==> src/rtl/gumnut_fetch_unit.sv <==
// gumnut_fetch_unit: instruction fetch, PC, return stack and saved interrupt PC
// for the Gumnut core. Follows the external FSM state on state_i.
// Optional feature macro: GUMNUT_FETCH_STACK_ERR_EN (return-stack entry count
// and sticky overflow/underflow flag on stack_err_o).
module gumnut_fetch_unit #(
    parameter int unsigned STACK_DEPTH = 8,
    parameter logic [11:0] INT_VECTOR  = 12'h001
) (
    input  logic        clk_i,
    input  logic        rst_i,
    input  logic [2:0]  state_i,
    input  logic        zero_i,
    input  logic        carry_i,
    output logic        inst_cyc_o,
    output logic        inst_stb_o,
    output logic [11:0] inst_adr_o,
    input  logic [17:0] inst_dat_i,
    input  logic        inst_ack_i,
    output logic [17:0] ir_o,
    output logic [11:0] pc_o,
    output logic        stack_err_o
);

    localparam int unsigned SP_W  = $clog2(STACK_DEPTH);
    localparam int unsigned CNT_W = SP_W + 1;

    typedef enum logic [2:0] {
        ST_FETCH     = 3'b000,
        ST_DECODE    = 3'b001,
        ST_EXECUTE   = 3'b010,
        ST_MEM       = 3'b011,
        ST_WRITEBACK = 3'b100,
        ST_INT       = 3'b101
    } fsm_state_e;

    fsm_state_e        state;
    logic [11:0]       pc_q, pc_d;
    logic [17:0]       ir_q, ir_d;
    logic [11:0]       int_pc_q, int_pc_d;
    logic [SP_W-1:0]   sp_q, sp_d;
    logic [SP_W-1:0]   sp_m1;
    logic [11:0]       stack_q [STACK_DEPTH];
    logic              push, pop;
    logic              taken;
    logic              pop_empty;

    assign state      = fsm_state_e'(state_i);
    assign inst_cyc_o = (state_i == ST_FETCH) && !rst_i;
    assign inst_stb_o = (state_i == ST_FETCH) && !rst_i;
    assign inst_adr_o = pc_q;
    assign pc_o       = pc_q;
    assign ir_o       = ir_q;
    assign sp_m1      = sp_q - SP_W'(1);

    // Branch condition selected by ir[11:10]: bz, bnz, bc, bnc
    always_comb begin
        taken = 1'b0;
        case (ir_q[11:10])
            2'b00:   taken = zero_i;
            2'b01:   taken = !zero_i;
            2'b10:   taken = carry_i;
            default: taken = !carry_i;
        endcase
    end

    // Next-state for PC, IR, saved interrupt PC and stack pointer
    always_comb begin
        pc_d     = pc_q;
        ir_d     = ir_q;
        int_pc_d = int_pc_q;
        sp_d     = sp_q;
        push     = 1'b0;
        pop      = 1'b0;
        case (state)
            ST_FETCH: begin
                if (inst_ack_i) begin
                    ir_d = inst_dat_i;
                    pc_d = pc_q + 12'd1;
                end
            end
            ST_DECODE: begin
                if (ir_q[17:12] == 6'b111110) begin
                    if (taken) pc_d = pc_q + {{4{ir_q[7]}}, ir_q[7:0]};
                end else if (ir_q[17:13] == 5'b11110) begin
                    push = ir_q[12];
                    pc_d = ir_q[11:0];
                end else if (ir_q[17:11] == 7'b1111110) begin
                    if (ir_q[10:8] == 3'b000) begin
                        pop  = 1'b1;
                        pc_d = pop_empty ? '0 : stack_q[sp_m1];
                    end else if (ir_q[10:8] == 3'b001) begin
                        pc_d = int_pc_q;
                    end
                end
            end
            ST_INT: begin
                int_pc_d = pc_q;
                pc_d     = INT_VECTOR;
            end
            default: ;
        endcase
        if (push) sp_d = sp_q + SP_W'(1);
        if (pop)  sp_d = sp_m1;
    end

    // Architectural registers with asynchronous reset
    always_ff @(posedge clk_i or posedge rst_i) begin
        if (rst_i) begin
            pc_q     <= '0;
            ir_q     <= '0;
            int_pc_q <= '0;
            sp_q     <= '0;
        end else begin
            pc_q     <= pc_d;
            ir_q     <= ir_d;
            int_pc_q <= int_pc_d;
            sp_q     <= sp_d;
        end
    end

    // Return-stack storage; no reset, write blocked while reset is held
    always_ff @(posedge clk_i) begin
        if (push && !rst_i) stack_q[sp_q] <= pc_q;
    end

`ifdef GUMNUT_FETCH_STACK_ERR_EN
    logic [CNT_W-1:0] cnt_q, cnt_d;
    logic             err_q, err_d;

    assign pop_empty   = (cnt_q == '0);
    assign stack_err_o = err_q;

    // Saturating entry count; overflow/underflow set the sticky error
    always_comb begin
        cnt_d = cnt_q;
        err_d = err_q;
        if (push) begin
            if (cnt_q == CNT_W'(STACK_DEPTH)) err_d = 1'b1;
            else                              cnt_d = cnt_q + CNT_W'(1);
        end
        if (pop) begin
            if (cnt_q == '0) err_d = 1'b1;
            else             cnt_d = cnt_q - CNT_W'(1);
        end
    end

    // Count and error registers, cleared only by reset
    always_ff @(posedge clk_i or posedge rst_i) begin
        if (rst_i) begin
            cnt_q <= '0;
            err_q <= 1'b0;
        end else begin
            cnt_q <= cnt_d;
            err_q <= err_d;
        end
    end
`else
    assign pop_empty   = 1'b0;
    assign stack_err_o = 1'b0;
`endif

endmodule

==> config.mk <==
export PLATFORM = sky130hd
export DESIGN_NAME = gumnut_fetch_unit
export DESIGN_NICKNAME = d
export VERILOG_FILES = /design/src/rtl/gumnut_fetch_unit.sv
export SDC_FILE = /design/constraint.sdc
export NUM_CORES = 1
export LEC_CHECK = 0
export BUFFER_PORTS_ARGS = -buffer_cell sky130_fd_sc_hd__buf_2
export CAP_MARGIN = 20
export CORE_MARGIN = 1
export CORE_UTILIZATION = 30
export CTS_CLUSTER_DIAMETER = 30
export DETAILED_ROUTE_END_ITERATION = 6
export GPL_TIMING_DRIVEN = 1
export PLACE_DENSITY = 0.45
export SYNTH_ARGS = -nofsm -noshare
export SYNTH_HDL_FRONTEND = slang
export SYNTH_SLANG_ARGS = --single-unit
==> constraint.sdc <==
create_clock -name clk_i -period 3.8 [get_ports clk_i]
set_input_delay 0.38 -clock clk_i [delete_from_list [all_inputs] [get_ports clk_i]]
set_output_delay 0.38 -clock clk_i [all_outputs]
set_load 0.03 [all_outputs]
==> out/qor.txt <==
first-pass GRT wire length -> 28390 um
width of the die -> 152.2 um
drt drc -> 2
Initial Utilization -> 30.83%
Row Count -> 54
most frequently used cell type in the post-synthesis netlist -> sky130_fd_sc_hd__edfxtp_1
final HPWL from detailed placement -> 12300 um
Crit path max-delay family -> adder cells
Worst Path Buf+Inv -> 1
ports placed on the boundary -> 71
layout cells sized above 1 -> 28.10%
predominant post-synthesis flop cell -> sky130_fd_sc_hd__edfxtp_1
per-cell via count in the routed design -> 5.122
switching share of total power -> 35.09%
total chip power -> 4.927 mW
cell types occupying the most area after synthesis -> sky130_fd_sc_hd__edfxtp_1 (43%), sky130_fd_sc_hd__dfrtp_1 (17%), sky130_fd_sc_hd__mux4_2 (8.0%), sky130_fd_sc_hd__nand2_1 (4.6%), sky130_fd_sc_hd__ha_1 (2.6%)
Post-CTS Setup Repair Bufs -> 0
maximum frequency from static timing analysis -> 0.3477 GHz
P_sw -> 1.729 mW
Synth area leader -> sky130_fd_sc_hd__edfxtp_1
area of the die -> 23170 um2
flop and latch count out of synthesis -> 141
max-slew violation total from the final report -> 0
peak supply drop -> 0.3504 mV
Overall Global Routing Usage -> 16.36%
number of enable-type register cells in the synthesized netlist -> 96
final period utilization -> 75.68%
violated checks -> design-rule violations
number of nets produced by synthesis -> 560
share of Yosys cell area claimed by the top area cell type -> 42.59%
final worst slack -> 0.9241 ns
sequential group share of total power -> 43.3%
layout-stage area growth over the synthesis result -> 18.72%
Slowest cell on crit path -> sky130_fd_sc_hd__ha_1
Avg Cell Area, Syn -> 13.04 um2
largest net degree at the start of global routing -> 46
cell area after synthesis -> 6769 um2
PD cells -> 613.1 nW/um2
Hold WC Path Type -> input pin to async pin
longest individual stage delay on the worst path -> 0.79 ns
maximum clock insertion buffer count -> 2
accumulated negative setup slack -> 0 ns
Port Buffers -> 69
setup repair after global routing missed its margin -> false
routability-driven placement congestion ratio -> 0.8561
Async S/R FF share, synth -> 31.91%
WL final -> 17900 um
proportion of power drawn by combinational gates -> 22.9%
total internal power -> 3.198 mW
clock buffer count from CTS -> 17
clock root buffer -> sky130_fd_sc_hd__clkbuf_16
initial DRC count -> 368
kind of end point of the critical path -> flip-flop
vertical die dimension -> 152.2 um
remaining global-route overflow -> 0
cells traversed along the worst timing path -> inv_1, ha_1, mux4_2, mux2i_1, a21oi_1, a2111oi_0, o22ai_1
signal arrival time at the worst endpoint -> 3.16 ns
leakage power of the design -> 3.188 nW
critical path start-end classification -> flip-flop to flip-flop
final core occ -> 36.60%
post-cts gate resize count -> 0
critical path startpoint category -> flip-flop
Filler Cell Count -> 2082
final antenna diode count -> 0
H-tree levels -> 4
final-report setup violation count -> 0
average wire length per cell after detail routing -> 20.22 um
number of antenna-violating nets in the routed design -> 0
Final Hold Viols -> 0
transition time at the pin with the least slew margin -> 1.004 ns
Fin Clk Skew -> 0.01189 ns
maximum fanout count along the critical path -> 16
area inside the core boundary -> 21960 um2
Via Count -> 4533
vias in the first global route -> 4668
worst rel slew slack -> 32.71%
number of cells in the finished layout apart from fillers -> 885
clock tree from TritonCTS -> done
Yosys Warn Count -> 0
clock-pin transition on the worst setup and hold timing paths -> 0.06 ns
Final Net Count -> 633
number of search-and-repair iterations in the first detailed-routing pass -> 7
Synth Instances -> 519
Commonest cells post-synth -> sky130_fd_sc_hd__edfxtp_1 (96), sky130_fd_sc_hd__nand2_1 (83), sky130_fd_sc_hd__dfrtp_1 (45)
worst slack at placement -> 0.9353 ns
Inst Count DP -> 852
result of the run -> complete, but fails checks
sink count of the clock tree -> 141
clock network latency to the later pin of the worst-skew pair -> 0.43 ns
number of antenna violations at the first check in global routing -> 0
cell area after layout -> 8036 um2
Min Clock Period, post-route -> 2.876 ns
standard cell area after detailed placement -> 7411 um2
sequential share of the synthesized area -> 59.22%
number of buffers added to fix hold violations after cts -> 0
clock share of power -> 33.8%
maximum capacitance violations -> 0
Worst Hold Slack -> 0.03263 ns
Netlist cell types -> 62
data required time at the worst endpoint -> 4.09 ns
[cells in the final DEF, fill, tap and decap left out, drive strengths merged, types with 3 or more instances in the layout]
cell    count
nand2      84
xnor2       3
buf        91
nor4        3
a211oi      5
and3        4
o22ai       4
nand3       7
clkbuf     17
a211o       3
nand2b      5
mux2       12
o21ai      22
a221oi      3
a21oi      26
nor2       30
nor3        9
mux4       24
ha         14
xor2        6
and4        3
a21o        6
mux2i      16
a221o       4
edfxtp     96
inv        15
clkinv      5
o211ai      5
dfrtp      45
[power groups by stage]
stage	combinational, mW	sequential (mW)	clock, mW
global route	1.24	2.17	1.78
floorplan	0.693	2.22	0
CTS	1.13	2.14	1.71
detailed placement	1.13	2.17	0
finish	1.13	2.13	1.67
global placement	1.12	2.16	0
[area by class of cell]
type	count	area, um2	area share [%]
clock inverters	15	172.7	2.149
repair buffers	91	530.5	6.601
well taps	280	350.3	4.359
clock buffers	17	425.4	5.293
flip-flops and latches	141	4010	49.90
inverters	8	30.03	0.3737
multi-input cells	333	2517	31.32
[final timing paths]
kind,startpoint,cells past startpoint,endpoint,slack (ns)
max reg2reg,sp_q[1],7,inst_adr_o[4],0.92
min reg2reg,int_pc_q[1],2,int_pc_q[1],0.48
min in group clk_i,inst_dat_i[10],3,ir_o[10],0.14
max in group asynchronous,rst_i,3,ir_o[4],3.25
min,rst_i,2,int_pc_q[0],0.03
max,sp_q[1],7,inst_adr_o[4],0.92
[routing by layer]
metal / routed length, um / up-vias / global-route usage, %
met2: 8881 / 151 / 27.63
met5: 0 / - / 0
met4: 274 / 0 / 5.005
met3: 880 / 19 / 3.299
met1: 7862 / 2267 / 21.13
li1: - / 2096 / -
[kinds of logic (layout without fill, tap and decap cells)]
| group | count (synthesis) | after routing | synth area share, % |
|---|---|---|---|
| and+or+nand+nor | 156 | 156 | 10.50 |
| buffers and inverters | 45 | 131 | 3.808 |
| xor gates and xnor gates | 9 | 9 | 1.165 |
| muxes | 52 | 52 | 12.35 |
| other | 1 | 1 | 0.05540 |
| AOI/OAI and AO/OA | 100 | 100 | 10.02 |
| DFF | 141 | 141 | 59.22 |
| adders and majority gates | 15 | 15 | 2.884 |
[registers in the layout, summed over array words and instances, names as in the netlist]
| name | flops |
|---|---|
| stack_q | 96 |
| ir_o | 18 |
| inst_adr_o | 12 |
| int_pc_q | 12 |
| sp_q | 3 |
No activity file was read; power rests on OpenSTA's default activity.
